<file path="src/rtl/tm_queue_association_mem_if.sv">
// TM queue-association table bus: datapath read port and PIO register port.
// master: accessor/software side, slave: the table (parity_err with QUEUE_ASSOCIATION_PARITY_EN).
interface tm_queue_association_mem_if #(
  parameter int ADDR_NBITS = 4,
  parameter int DATA_NBITS = 16
);
`ifdef QUEUE_ASSOCIATION_PARITY_EN
  localparam int PIO_NBITS = DATA_NBITS + 1;
`else
  localparam int PIO_NBITS = DATA_NBITS;
`endif

  logic                  queue_association_rd;
  logic [ADDR_NBITS-1:0] queue_association_raddr;
  logic                  queue_association_ack;
  logic [DATA_NBITS-1:0] queue_association_rdata;
  logic                  reg_ms_queue_association;
  logic                  reg_rd;
  logic                  reg_wr;
  logic [ADDR_NBITS-1:0] reg_addr;
  logic [DATA_NBITS-1:0] reg_din;
  logic                  queue_association_mem_ack;
  logic [PIO_NBITS-1:0]  queue_association_mem_rdata;
`ifdef QUEUE_ASSOCIATION_PARITY_EN
  logic                  parity_err;

  modport master (
    output queue_association_rd, queue_association_raddr,
    output reg_ms_queue_association, reg_rd, reg_wr,
    output reg_addr, reg_din,
    input  queue_association_ack, queue_association_rdata,
    input  queue_association_mem_ack, queue_association_mem_rdata,
    input  parity_err
  );

  modport slave (
    input  queue_association_rd, queue_association_raddr,
    input  reg_ms_queue_association, reg_rd, reg_wr,
    input  reg_addr, reg_din,
    output queue_association_ack, queue_association_rdata,
    output queue_association_mem_ack, queue_association_mem_rdata,
    output parity_err
  );
`else
  modport master (
    output queue_association_rd, queue_association_raddr,
    output reg_ms_queue_association, reg_rd, reg_wr,
    output reg_addr, reg_din,
    input  queue_association_ack, queue_association_rdata,
    input  queue_association_mem_ack, queue_association_mem_rdata
  );

  modport slave (
    input  queue_association_rd, queue_association_raddr,
    input  reg_ms_queue_association, reg_rd, reg_wr,
    input  reg_addr, reg_din,
    output queue_association_ack, queue_association_rdata,
    output queue_association_mem_ack, queue_association_mem_rdata
  );
`endif
endinterface

</file>
<file path="src/rtl/tm_queue_association_mem.sv">
// TM queue-association table: cleared after reset, fixed-latency datapath reads, PIO access.
// Ports: clk, rst_n, bus (slave), init_done, init_rd_drop. Option: QUEUE_ASSOCIATION_PARITY_EN.
module tm_queue_association_mem #(
  parameter int ADDR_NBITS = 4,
  parameter int DATA_NBITS = 16,
  parameter int DEPTH      = 1 << ADDR_NBITS
) (
  input  logic                      clk,
  input  logic                      rst_n,
  tm_queue_association_mem_if.slave bus,
  output logic                      init_done,
  output logic                      init_rd_drop
);
`ifdef QUEUE_ASSOCIATION_PARITY_EN
  localparam int MEM_NBITS = DATA_NBITS + 1;
`else
  localparam int MEM_NBITS = DATA_NBITS;
`endif

  typedef enum logic {S_INIT, S_RUN} init_st_e;
  typedef enum logic [1:0] {
    PIO_IDLE, PIO_WAIT, PIO_RESP
  } pio_st_e;

  init_st_e init_st_q, init_st_d;
  pio_st_e  pio_st_q, pio_st_d;

  logic [ADDR_NBITS-1:0] cnt_q, cnt_d;
  logic                  pend_v_q, pend_v_d;
  logic [ADDR_NBITS-1:0] pend_addr_q, pend_addr_d;
  logic                  drop_q, drop_d;
  logic                  done_q;

  logic                  pio_wr_q;
  logic [ADDR_NBITS-1:0] pio_addr_q;
  logic [DATA_NBITS-1:0] pio_din_q;
  logic [MEM_NBITS-1:0]  pio_wdata;

  logic                  dp_rd_q;
  logic                  pio_rd_q;
  logic                  ack_q;
  logic [DATA_NBITS-1:0] rdata_q;
  logic                  mem_ack_q;
  logic [DATA_NBITS-1:0] mem_rdata_q;

  logic [MEM_NBITS-1:0]  mem_q [DEPTH];
  logic [MEM_NBITS-1:0]  ram_q;

  logic                  run;
  logic                  pio_req;
  logic                  dp_issue;
  logic                  pio_issue;
  logic                  ram_we;
  logic [ADDR_NBITS-1:0] ram_addr;
  logic [MEM_NBITS-1:0]  ram_wdata;

  assign run     = (init_st_q == S_RUN);
  assign pio_req = bus.reg_ms_queue_association
                 & (bus.reg_rd | bus.reg_wr);

`ifdef QUEUE_ASSOCIATION_PARITY_EN
  assign pio_wdata = {^pio_din_q, pio_din_q};
`else
  assign pio_wdata = pio_din_q;
`endif

  always_ff @(posedge clk or negedge rst_n) begin
    if (!rst_n) begin
      init_st_q   <= S_INIT;
      pio_st_q    <= PIO_IDLE;
      cnt_q       <= '0;
      pend_v_q    <= 1'b0;
      pend_addr_q <= '0;
      drop_q      <= 1'b0;
      done_q      <= 1'b0;
      pio_wr_q    <= 1'b0;
      pio_addr_q  <= '0;
      pio_din_q   <= '0;
      dp_rd_q     <= 1'b0;
      pio_rd_q    <= 1'b0;
      ack_q       <= 1'b0;
      rdata_q     <= '0;
      mem_ack_q   <= 1'b0;
      mem_rdata_q <= '0;
    end else begin
      init_st_q   <= init_st_d;
      pio_st_q    <= pio_st_d;
      cnt_q       <= cnt_d;
      pend_v_q    <= pend_v_d;
      pend_addr_q <= pend_addr_d;
      drop_q      <= drop_d;
      done_q      <= run;
      if (pio_st_q == PIO_IDLE && pio_req) begin
        // both strobes together count as a write
        pio_wr_q   <= bus.reg_wr;
        pio_addr_q <= bus.reg_addr;
        pio_din_q  <= bus.reg_din;
      end
      dp_rd_q   <= dp_issue;
      pio_rd_q  <= pio_issue & ~pio_wr_q;
      ack_q     <= dp_rd_q;
      if (dp_rd_q) rdata_q <= ram_q[DATA_NBITS-1:0];
      mem_ack_q <= pio_rd_q | (pio_issue & pio_wr_q);
      if (pio_rd_q) mem_rdata_q <= ram_q[DATA_NBITS-1:0];
    end
  end

  always_comb begin
    init_st_d   = init_st_q;
    pio_st_d    = pio_st_q;
    cnt_d       = cnt_q;
    pend_v_d    = pend_v_q;
    pend_addr_d = pend_addr_q;
    drop_d      = drop_q;
    if (!run) begin
      cnt_d = cnt_q + 1'b1;
      if (cnt_q == ADDR_NBITS'(DEPTH - 1)) init_st_d = S_RUN;
      if (bus.queue_association_rd) begin
        if (pend_v_q) begin
          drop_d = 1'b1;
        end else begin
          pend_v_d    = 1'b1;
          pend_addr_d = bus.queue_association_raddr;
        end
      end
    end else if (pend_v_q) begin
      // pending is served now; a colliding rd takes its slot
      pend_v_d = bus.queue_association_rd;
      if (bus.queue_association_rd)
        pend_addr_d = bus.queue_association_raddr;
    end
    unique case (pio_st_q)
      PIO_IDLE: if (pio_req) pio_st_d = PIO_WAIT;
      PIO_WAIT: if (pio_issue)
        pio_st_d = pio_wr_q ? PIO_IDLE : PIO_RESP;
      PIO_RESP: pio_st_d = PIO_IDLE;
      default:  pio_st_d = PIO_IDLE;
    endcase
  end

  // single RAM port: init, then pending, then new rd, then PIO
  always_comb begin
    dp_issue  = 1'b0;
    pio_issue = 1'b0;
    ram_we    = 1'b0;
    ram_addr  = bus.queue_association_raddr;
    ram_wdata = '0;
    unique case (1'b1)
      !run: begin
        ram_we   = 1'b1;
        ram_addr = cnt_q;
      end
      run && pend_v_q: begin
        dp_issue = 1'b1;
        ram_addr = pend_addr_q;
      end
      run && !pend_v_q && bus.queue_association_rd: begin
        dp_issue = 1'b1;
      end
      run && !pend_v_q && !bus.queue_association_rd
          && pio_st_q == PIO_WAIT: begin
        pio_issue = 1'b1;
        ram_we    = pio_wr_q;
        ram_addr  = pio_addr_q;
        ram_wdata = pio_wdata;
      end
      default: ;
    endcase
  end

  always_ff @(posedge clk) begin
    if (ram_we) mem_q[ram_addr] <= ram_wdata;
    else        ram_q <= mem_q[ram_addr];
  end

`ifdef QUEUE_ASSOCIATION_PARITY_EN
  logic perr_q;
  logic psticky_q;

  always_ff @(posedge clk or negedge rst_n) begin
    if (!rst_n) begin
      perr_q    <= 1'b0;
      psticky_q <= 1'b0;
    end else begin
      perr_q <= dp_rd_q & (^ram_q);
      if (pio_issue & pio_wr_q)
        psticky_q <= 1'b0;
      else if (dp_rd_q & (^ram_q))
        psticky_q <= 1'b1;
    end
  end

  assign bus.parity_err = perr_q;
  assign bus.queue_association_mem_rdata = {psticky_q, mem_rdata_q};
`else
  assign bus.queue_association_mem_rdata = mem_rdata_q;
`endif

  assign bus.queue_association_ack   = ack_q;
  assign bus.queue_association_rdata = rdata_q;
  assign bus.queue_association_mem_ack = mem_ack_q;
  assign init_done    = done_q;
  assign init_rd_drop = drop_q;

endmodule

</file>
<file path="src/flat_wrapper.sv">
// flat-port wrapper written by rule: the top's interface ports become plain ports
module tm_queue_association_mem_flat 
#(
  parameter int ADDR_NBITS = 4,
  parameter int DATA_NBITS = 16,
  parameter int DEPTH      = 1 << ADDR_NBITS
)
  (clk, rst_n, init_done, init_rd_drop, bus_queue_association_rd, bus_queue_association_raddr, bus_reg_ms_queue_association, bus_reg_rd, bus_reg_wr, bus_reg_addr, bus_reg_din, bus_queue_association_ack, bus_queue_association_rdata, bus_queue_association_mem_ack, bus_queue_association_mem_rdata);
  tm_queue_association_mem_if #(.ADDR_NBITS(ADDR_NBITS), .DATA_NBITS(DATA_NBITS)) bus_i ();
  input  logic clk;
  input  logic rst_n;
  output logic init_done;
  output logic init_rd_drop;
  input wire logic [$bits(bus_i.queue_association_rd)-1:0] bus_queue_association_rd;
  input wire logic [$bits(bus_i.queue_association_raddr)-1:0] bus_queue_association_raddr;
  input wire logic [$bits(bus_i.reg_ms_queue_association)-1:0] bus_reg_ms_queue_association;
  input wire logic [$bits(bus_i.reg_rd)-1:0] bus_reg_rd;
  input wire logic [$bits(bus_i.reg_wr)-1:0] bus_reg_wr;
  input wire logic [$bits(bus_i.reg_addr)-1:0] bus_reg_addr;
  input wire logic [$bits(bus_i.reg_din)-1:0] bus_reg_din;
  output wire logic [$bits(bus_i.queue_association_ack)-1:0] bus_queue_association_ack;
  output wire logic [$bits(bus_i.queue_association_rdata)-1:0] bus_queue_association_rdata;
  output wire logic [$bits(bus_i.queue_association_mem_ack)-1:0] bus_queue_association_mem_ack;
  output wire logic [$bits(bus_i.queue_association_mem_rdata)-1:0] bus_queue_association_mem_rdata;
  assign bus_i.queue_association_rd = bus_queue_association_rd;
  assign bus_i.queue_association_raddr = bus_queue_association_raddr;
  assign bus_i.reg_ms_queue_association = bus_reg_ms_queue_association;
  assign bus_i.reg_rd = bus_reg_rd;
  assign bus_i.reg_wr = bus_reg_wr;
  assign bus_i.reg_addr = bus_reg_addr;
  assign bus_i.reg_din = bus_reg_din;
  assign bus_queue_association_ack = bus_i.queue_association_ack;
  assign bus_queue_association_rdata = bus_i.queue_association_rdata;
  assign bus_queue_association_mem_ack = bus_i.queue_association_mem_ack;
  assign bus_queue_association_mem_rdata = bus_i.queue_association_mem_rdata;
  tm_queue_association_mem #(.ADDR_NBITS(ADDR_NBITS), .DATA_NBITS(DATA_NBITS), .DEPTH(DEPTH)) u_core (.clk(clk), .rst_n(rst_n), .bus(bus_i), .init_done(init_done), .init_rd_drop(init_rd_drop));
endmodule
</file>
<file path="config.mk">
export PLATFORM = sky130hd
export DESIGN_NAME = tm_queue_association_mem_flat
export DESIGN_NICKNAME = d
export VERILOG_FILES = /design/src/rtl/tm_queue_association_mem_if.sv /design/src/rtl/tm_queue_association_mem.sv /design/src/flat_wrapper.sv
export SDC_FILE = /design/constraint.sdc
export NUM_CORES = 1
export LEC_CHECK = 0
export ABC_CLOCK_PERIOD_IN_PS = 4900
export BUFFER_PORTS_ARGS = -buffer_cell sky130_fd_sc_hd__buf_2
export CORE_ASPECT_RATIO = 1.2
export CORE_MARGIN = 2
export CORE_UTILIZATION = 50
export CTS_CLUSTER_DIAMETER = 40
export CTS_CLUSTER_SIZE = 25
export DETAILED_ROUTE_END_ITERATION = 8
export MAX_ROUTING_LAYER = met4
export PLACE_DENSITY = 0.67
export SLEW_MARGIN = 10
export SYNTH_ARGS = -nofsm -noshare
export SYNTH_HDL_FRONTEND = slang
export SYNTH_SLANG_ARGS = --single-unit
</file>
<file path="constraint.sdc">
create_clock -name clk -period 4.9 [get_ports clk]
set_clock_uncertainty 0.05 [all_clocks]
set_input_delay 0.735 -clock clk [delete_from_list [all_inputs] [get_ports clk]]
set_output_delay 0.735 -clock clk [all_outputs]
set_load 0.05 [all_outputs]
</file>
Yosys cells after proc, flatten, opt, wreduce, memory -nomap -nowiden:

Memories as Yosys holds them, arrays and structs flattened. A register that Yosys moved wholly into a read port is not among the register bits.
Cells that the tools add are included.

* flip-flop bits (word level): 71
* output and inout bits: 36
* memories kept: 1
* RAM bits: 256

* reductions and logical operators: 16
* equality and inequality tests: 7
* bitwise logic cells: 7
* add/sub/neg operators: 1
* multiplexer cells: 21

Memory list
* u_core.mem_q: words 16, width 16, read ports 1, clocked after memory_dff 1, write ports 1, RTL line tm_queue_association_mem.sv:46 `logic [MEM_NBITS-1:0] mem_q [DEPTH];`

Operators by type and width (count)
* $mux 4: 5
* $mux 16: 1
* $pmux 4 s3: 1
* $mux 1: 9
* $logic_and 1x1->1: 6
* $mux 2: 3
* $ne 2x1->1 const B: 3
* $add 4x1->4 const B: 1
* $eq 4x4->1 const B: 1
* $logic_not 1->1: 4
* $ne 2x2->1 const B: 2
* $pmux 2 s2: 1
* $reduce_and 4->1: 1
* $and 1x1->1: 3
* $reduce_and 3->1: 1
* $eq 2x1->1 const B: 1
* $logic_not 2->1: 1
* $not 1->1: 2
* $or 1x1->1: 2
* $pmux 1 s2: 1
* $reduce_and 2->1: 1
* $reduce_bool 2->1: 1
* $reduce_or 2->1: 1

Logic depth before layout (Yosys ltp):

Gate-level depths: netlist (run 1).

* word-level depth: 7
* mapped depth: 12
* depth with buffers taken out: 8

Worst setup path before layout (run 1):

No wires, ideal clock.

* kind: input-to-reg
* from: input port bus_queue_association_rd
* to: memory u_core.mem_q[4][0] (netlist name), enable pin
* stages on the path: 6
* path buffers: 1
* path slack: 1.726 ns
* data arrival time: 2.735 ns
* required time: 4.462 ns
* cell sequence: and4bb_1 > buf_6 > mux2_1 > o22ai_1 > nand2_1 > nor2_1

* word-level cells in the longest chain between the ends: 6
* elaborated cells between the ends (all ways): 7
* those cells by class: 4 x mux; 3 x reduce/logical

Ends and longest elaborated chain
* start, declared: RTL line flat_wrapper.sv:14 `input wire logic [$bits(bus_i.queue_association_rd)-1:0] bus_queue_association_rd;`
* $logic_not 1->1 (*): RTL line tm_queue_association_mem.sv:160 `run && !pend_v_q && !bus.queue_association_rd`
* $logic_and 1x1->1 (*): RTL line tm_queue_association_mem.sv:160
* $logic_and 1x1->1 (*): RTL line tm_queue_association_mem.sv:161 `&& pio_st_q == PIO_WAIT: begin`
* $pmux 1 s2: RTL line tm_queue_association_mem.sv:148 `unique case (1'b1)`
* $mux 1: RTL line tm_queue_association_mem.sv:172 `if (ram_we) mem_q[ram_addr] <= ram_wdata;`
* $mux 1 (not written as such): RTL line tm_queue_association_mem.sv:172
* end, declared: RTL line tm_queue_association_mem.sv:46

Every way passes the cells marked *; elsewhere a longest branch is shown, timed or not.

Worst setup path in the final report (run 1):

* from: register u_core.init_st_q
* to: memory u_core.mem_q[6][13] (netlist name), enable pin

* word-level cells in the longest chain between the ends: 6
* elaborated cells between the ends (all ways): 9
* those cells by class: 4 x mux; 5 x reduce/logical

Ends and longest elaborated chain
* start, declared: RTL line tm_queue_association_mem.sv:25 `init_st_e init_st_q, init_st_d;`
* start signal, assigned: RTL line tm_queue_association_mem.sv:86 `init_st_q <= init_st_d;`
* $logic_and 1x1->1 (2 in series): RTL line tm_queue_association_mem.sv:160
* $logic_and 1x1->1: RTL line tm_queue_association_mem.sv:161
* $pmux 1 s2: RTL line tm_queue_association_mem.sv:148
* $mux 1: RTL line tm_queue_association_mem.sv:172
* $mux 1 (not written as such): RTL line tm_queue_association_mem.sv:172

Parallel ways exist; a longest one is shown, timed or not.

==> results of run 1 <==
-- sequential cells by signal, summed over array words and instances (netlist names), 2 cells and up --
name,flops
u_core.bus.queue_association_mem_rdata,16
u_core.mem_q,256
u_core.bus.queue_association_rdata,16
u_core.pio_din_q,16
u_core.pio_addr_q,4
u_core.cnt_q,4
u_core.ram_q,16
u_core.pio_st_q,2
u_core.pend_addr_q,4
-- path summary, 6_finish.rpt --
kind                                     start                                endpoint  slack (ns)  cells past startpoint
setup / recovery              u_core.init_st_q                     u_core.mem_q[6][13]        0.95                      8
hold / removal                           rst_n                    u_core.pio_din_q[10]        0.39                      2
setup reg to reg              u_core.init_st_q                     u_core.mem_q[6][13]        0.95                      8
hold reg to reg            u_core.init_rd_drop                     u_core.init_rd_drop        0.41                      1
max in group asynchronous                rst_n  u_core.bus.queue_association_rdata[15]        3.84                      2
min in group clk           u_core.init_rd_drop                     u_core.init_rd_drop        0.41                      1
-- through the flow --
stage | hold WS [ns] | power (W) | setup WS (ns) | cells | cell area, sq um
after floorplan | 0.302 | 0.00490 | 1.73 | 740 | 13200
after global placement | 0.393 | 0.00534 | 0.938 | 1138 | 14000
after detailed placement | 0.398 | 0.00540 | 0.776 | 1138 | 14000
after CTS | 0.389 | 0.00799 | 0.893 | 1199 | 15200
after global routing | 0.393 | 0.00823 | 0.591 | 1199 | 15200
final | 0.390 | 0.00794 | 0.949 | 1199 | 15200
-- where the power goes --
part	internal, W	switching (W)
logic	0.000503	0.00106
clock network	0.00148	0.00114
registers	0.00356	0.000188
-- metal layers --
layer	vias up	GRT usage (%)
met5	-	-
met4	0	7.63
met3	76	2.84
met2	210	37.4
met1	3506	25.6
li1	3109	-
-- placed cells by master, fill, tap and decap left out, types with 4 or more instances in the layout --
master,instances
nor2_1,22
nand3_2,7
inv_6,6
edfxtp_1,272
dfrtp_1,71
nor2b_1,4
and2_1,16
or4_1,16
mux2i_1,129
inv_8,4
nand2_1,11
buf_4,29
buf_2,65
clkbuf_16,37
clkbuf_8,4
o22ai_1,66
mux2_2,58
-- final cells by class --
type	instances	share of cell area, %
Tap cell	335	2.76
Multi-Input combinational cell	361	20.3
Inverter	3	0.0741
Clock inverter	18	1.07
Clock buffer	43	6.50
Sequential cell	343	65.4
Timing Repair Buffer	96	3.84
-- critical path, cell delays in order, from the launching register on --
cell and delay [ns]:
dfrtp_1 0.56, ha_1 0.26, and4bb_1 0.21, buf_4 0.24, nand2b_1 0.34, a2bb2oi_1 0.56, nand2_1 0.23, nor2_1 0.87
buf_4 0.32
-- cells in the mapped netlist (all sizes together) --
| cell | count | share of area (%) |
|---|---|---|
| edfxtp | 272 | 62 |
| mux2i | 130 | 9.9 |
| dfrtp | 71 | 13 |
| o22ai | 66 | 3.1 |
| mux2 | 60 | 5.1 |
| buf | 23 | 0.96 |
| nor2 | 22 | 0.63 |
| and2 | 16 | 0.76 |
| or4 | 16 | 0.91 |
| nand2 | 11 | 0.31 |
| clkbuf | 10 | 0.28 |
| nand3 | 10 | 0.65 |
| nor2b | 4 | 0.19 |
| ha | 3 | 0.28 |
| inv | 3 | 0.085 |
| nand2b | 3 | 0.14 |
| xnor2 | 3 | 0.20 |
| a21o | 2 | 0.11 |
| a21oi | 2 | 0.076 |
| a22o | 2 | 0.13 |
| o22a | 2 | 0.14 |
| a21boi | 1 | 0.057 |
| a221o | 1 | 0.076 |
| a2bb2oi | 1 | 0.066 |
| a31o | 1 | 0.066 |
| and2b | 1 | 0.057 |
| and4bb | 1 | 0.095 |
| nor4b | 1 | 0.066 |
| o21ai | 1 | 0.038 |
| o2bb2ai | 1 | 0.066 |
-- cells by family (layout without fill, tap and decap cells) --
kind of cell             after synthesis  count (layout)  share of synthesized area (%)
adder cells (fa/ha/maj)                3               3                          0.285
AND/OR/NAND/NOR                       85              85                           3.81
buffers and inverters                 36             160                           1.33
AO/OA/AOI/OAI                         80              80                           3.97
XOR/XNOR                               3               3                          0.199
multiplexers                         190             190                           15.0
flip-flops                           343             343                           75.4
==> impl_results.rst, run 1 <==
.. list-table::
   :header-rows: 1

   * - Metric
     - Value
   * - Number of sinks driven by the clock tree
     - ~340
   * - Startpoint kind of the worst setup timing path
     - flop
   * - Global-route wire length before repair
     - 43500 um
   * - Share of cells above drive strength 1
     - a little over a quarter
   * - Via-per-instance ratio
     - ~5.8
   * - Number of hold violations in the final report
     - 0
   * - Remaining global-route overflow
     - 0
   * - Initial antenna violation count
     - 0
   * - First-pass iteration count of the detailed router
     - 5
   * - Portion of the post-synthesis area used by sequential elements
     - around three quarters
   * - Global routing usage summed across all routing layers
     - 21.4%
   * - Mapped Avg Cell Area
     - ~18 sq um
   * - Leakage component of the power
     - 5.71 nW
   * - Summed instance area of the synthesized netlist
     - ~13000 sq um
   * - Relative slew margins
     - 29.0%
   * - Final-layout fill cell count
     - 1944
   * - Setup total negative slack
     - 0 ns
   * - Post-DR wirelength/cell
     - ~24 um
   * - Worst endpoint data arrival time
     - 4.11 ns
   * - Clock network latency to the later pin of the worst-skew pair
     - approximately 0.52 ns
   * - Overall die height
     - between 150 and 200 um
   * - Residual DRC count
     - 0
   * - Critical path capture point type
     - flop
   * - Starting density of the core
     - ~51%
   * - Pwr Density
     - 522 nW/um^2
   * - Overall via count from detail_route
     - 6901
   * - Min Clock Period, post-route
     - ~4.0 ns
   * - Highest routed layer
     - met4
   * - Detailed-route wire length on metal 1
     - around 11000 um
   * - Root Buffer Master
     - clkbuf_16
   * - Number of global-route vias before repair
     - 7244
   * - Instance count of the mapped netlist
     - 740
   * - Die Wd
     - 152 um
   * - Post-layout util
     - between 50% and 60%
   * - Antenna viol nets, final
     - 0
   * - Highest fanout seen on the critical path
     - 25
   * - Final critical-path share of the clock period
     - 80.6%
   * - Count of maximum capacitance violations
     - 0
   * - Detailed-routed wire length on met2
     - about 15000 um
   * - # nets final
     - between 800 and 900
   * - Clock Pin Slew Worst Setup and Hold Paths
     - 0.06 ns
   * - Number of distinct library cells after synthesis
     - 35
   * - Cell Rows
     - 65
   * - Result of the run
     - complete, no violations
   * - Actual slew at the worst max-slew pin
     - between 1 and 1.5 ns
   * - IO buf count
     - 65
   * - Detail Placement HPWL
     - roughly 18000 um
   * - Maximum number of pins on one net before global-route repair
     - 73
   * - Growth of design area from synthesis to finish
     - 15.3%
   * - I/O pin total
     - between 60 and 70
   * - Clock tree from TritonCTS
     - yes
   * - Setup repair after global routing missed its margin
     - no
   * - WS Path Type
     - flop to flop
   * - Antenna diodes
     - 0
   * - Data required time at the worst endpoint
     - 5.06 ns
   * - Storage element area
     - ~9900 sq um
   * - Top achievable clock speed
     - between 200 and 300 MHz
   * - Met3 Routed Length
     - 1390 um
   * - Number of resized instances in the post-cts repair step
     - 0
   * - Placeable Area
     - approximately 26000 sq um
   * - Full die area
     - ~28000 sq um
   * - Area of the multi-input gates
     - roughly 3000 sq um
   * - Pins over their slew limit
     - 0
   * - Number of buffers created by CTS
     - 35
   * - Largest vdd supply drop
     - approximately 240 uV
   * - Worst hold path type
     - input port to asynchronous set/reset pin
   * - Routed Wire Length
     - approximately 28000 um
   * - Clock buffer depth
     - 3
   * - Setup-violating endpoint count in the final report
     - 0
   * - Number of nets produced by synthesis
     - ~770
   * - Flip-flop and latch count after synthesis
     - ~340
   * - Initial drt markers
     - between 500 and 600
   * - Count of yosys warnings during synthesis
     - 0
   * - H-Tree Depth
     - 2
   * - CTS hold repair buffers
     - 0
   * - Post-CTS setup repair buffer count
     - 0
   * - Weighted congestion reported at the end of routability-driven placement
     - around 0.83
No activity file was read; power rests on OpenSTA's default activity.
==> run 2, diff against run 1 <==
- ABC_CLOCK_PERIOD_IN_PS: 4900 -> 4100
- clock period: 4.9 -> 4.1 ns (I/O delays scaled with it)
==> impl_results.rst, run 2 (synthesis results as in run 1) <==
.. list-table::
   :header-rows: 1

   * - Metric
     - Value
   * - Result of the run
     - complete, no violations
   * - PnR Total Power
     - 0.00982 W
   * - IO buf count
     - 65
   * - Detail Placement HPWL
     - between 15000 and 20000 um
   * - Number of global-route vias before repair
     - about 7400
   * - Clock Pin Slew Worst Setup and Hold Paths
     - 0.05 ns
   * - Residual DRC count
     - 0
   * - Final critical-path share of the clock period
     - around nine tenths
   * - Cell Rows
     - 65
   * - Pins over their slew limit
     - 0
   * - H-Tree Depth
     - 2
   * - Clock tree from TritonCTS
     - yes
   * - Number of cells in the finished layout apart from fillers
     - between 1000 and 1500
   * - Antenna viol nets, final
     - 0
   * - Setup total negative slack
     - 0 ns
   * - Global routing usage summed across all routing layers
     - between 20% and 30%
   * - First-pass iteration count of the detailed router
     - 5
   * - Number of sinks driven by the clock tree
     - 343
   * - Share of cells above drive strength 1
     - between 20% and 30%
   * - Instance count after placement with tap cells included
     - 1148
   * - Initial antenna violation count
     - 0
   * - Setup-violating endpoint count in the final report
     - 0
   * - Initial drt markers
     - around 490
   * - Pwr Density
     - 637 nW/um^2
   * - Actual slew at the worst max-slew pin
     - 1.15 ns
   * - Register-to-register path setup slack
     - between 0.3 and 0.4 ns
   * - Worst hold path type
     - input port to asynchronous set/reset pin
   * - # nets final
     - 885
   * - Startpoint kind of the worst setup timing path
     - flop
   * - Largest vdd supply drop
     - 411 uV
   * - WS Path Type
     - flop to flop
   * - Clock buffer depth
     - 3
   * - Clock network latency to the later pin of the worst-skew pair
     - between 0.5 and 0.6 ns
   * - Full die area
     - approximately 28000 sq um
   * - Placeable Area
     - ~26000 sq um
   * - Number of hold violations in the final report
     - 0
   * - Post-CTS setup repair buffer count
     - 0
   * - Worst endpoint data arrival time
     - about 3.9 ns
   * - Area of the multi-input gates
     - ~3100 sq um
   * - Flip-flop count of the largest register after layout
     - 256
   * - Post-DR wirelength/cell
     - roughly 24 um
   * - Overall via count from detail_route
     - 6986
   * - I/O pin total
     - 66
   * - Storage element area
     - 9940 sq um
   * - Die Wd
     - between 150 and 200 um
   * - R2R depth
     - 8
   * - Most common cell after layout, fill and taps aside
     - edfxtp_1
   * - Via-per-instance ratio
     - roughly 5.7
   * - Top achievable clock speed
     - 268 MHz
   * - Count of maximum capacitance violations
     - 0
   * - Relative slew margins
     - a little under a quarter
   * - Commonest non-fill, non-tap cells in the layout
     - 272 x edfxtp_1, 129 x mux2i_1, 71 x dfrtp_1, 66 x o22ai_1, 65 x buf_2
   * - Routed Wire Length
     - 29300 um
   * - Most flop-heavy register
     - u_core.mem_q
   * - Final-layout fill cell count
     - 1888
   * - Post-Route Hold Slack
     - between 0.1 and 0.15 ns
   * - Number of resized instances in the post-cts repair step
     - 0
   * - Maximum number of pins on one net before global-route repair
     - 57
   * - CTS hold repair buffers
     - 0
   * - Global-route wire length before repair
     - 44300 um
   * - Data required time at the worst endpoint
     - about 4.3 ns
   * - Highest fanout seen on the critical path
     - 11
   * - Critical path capture point type
     - flop
   * - Weighted congestion reported at the end of routability-driven placement
     - between 0.8 and 0.9
   * - Min Clock Period, post-route
     - around 3.7 ns
   * - Starting density of the core
     - between 50% and 60%
   * - Number of buffers created by CTS
     - 37
   * - Leakage component of the power
     - around 5.8 nW
   * - Setup repair after global routing missed its margin
     - no
   * - Remaining global-route overflow
     - 0
   * - Root Buffer Master
     - clkbuf_16
   * - Growth of design area from synthesis to finish
     - 16.9%
   * - Overall die height
     - ~180 um
   * - Antenna diodes
     - 0
## run 2: changes by cell type in the layout (fill, tap and decap cells not counted), moves of 3 or more
cell	before	now
buf_4	29	37
clkbuf_8	4	1
inv_8	4	1
bufinv_16	0	5
clkinv_1	0	6
clkbuf_1	2	6
## run 2: routing by layer
metal | vias up | track usage [%] | routed length [um]
li1 | 3139 | - | -
met4 | 0 | 7.89 | 864
met1 | 3547 | 26.7 | 11800
met3 | 57 | 2.94 | 1460
met5 | - | - | 0
met2 | 243 | 38.0 | 15200
## run 2: worst paths after layout
check	startpoint	endpoint
max	u_core.init_st_q	u_core.mem_q[12][3]
min	rst_n	u_core.pend_addr_q[3]
max reg2reg	u_core.init_st_q	u_core.mem_q[12][3]
min reg2reg	u_core.init_rd_drop	u_core.init_rd_drop
max in group asynchronous	rst_n	u_core.bus.queue_association_mem_rdata[12]
min in group clk	bus_reg_din[3]	u_core.pio_din_q[3]
## run 2: report_power, final
part | total [W] | leakage (nW) | internal [W] | switching [W]
sequential | 0.00449 | 3.23 | 0.00426 | 0.000231
clock | 0.00343 | 0.624 | 0.00209 | 0.00134
combinational | 0.00189 | 1.97 | 0.000623 | 0.00127
## run 2: cell type report
| type | count | share of cell area, % |
|---|---|---|
| repair buffers | 106 | 4.43 |
| inverters | 3 | 0.0730 |
| flip-flops and latches | 343 | 64.5 |
| clock inverters | 22 | 1.69 |
| well taps | 335 | 2.72 |
| clock buffers | 46 | 6.56 |
| multi-input cells | 361 | 20.0 |
## run 2: worst max-delay path, stage by stage (launching register included)
cell and delay, ns:
dfrtp_1 0.54, ha_1 0.26, and4bb_1 0.44, nand2b_1 0.36, a2bb2oi_1 0.20, buf_4 0.18
nand2_1 0.12, nor2_1 0.89, buf_4 0.37
## run 2: metrics by stage
step	utilization (%)	cell area [sq um]	setup WS [ns]
after floorplan	-	13200	1.05
after global placement	54.2	14100	0.444
after detailed placement	54.2	14100	0.368
after CTS	59.1	15400	0.361
after global routing	59.1	15400	0.0886
final	59.1	15400	0.373
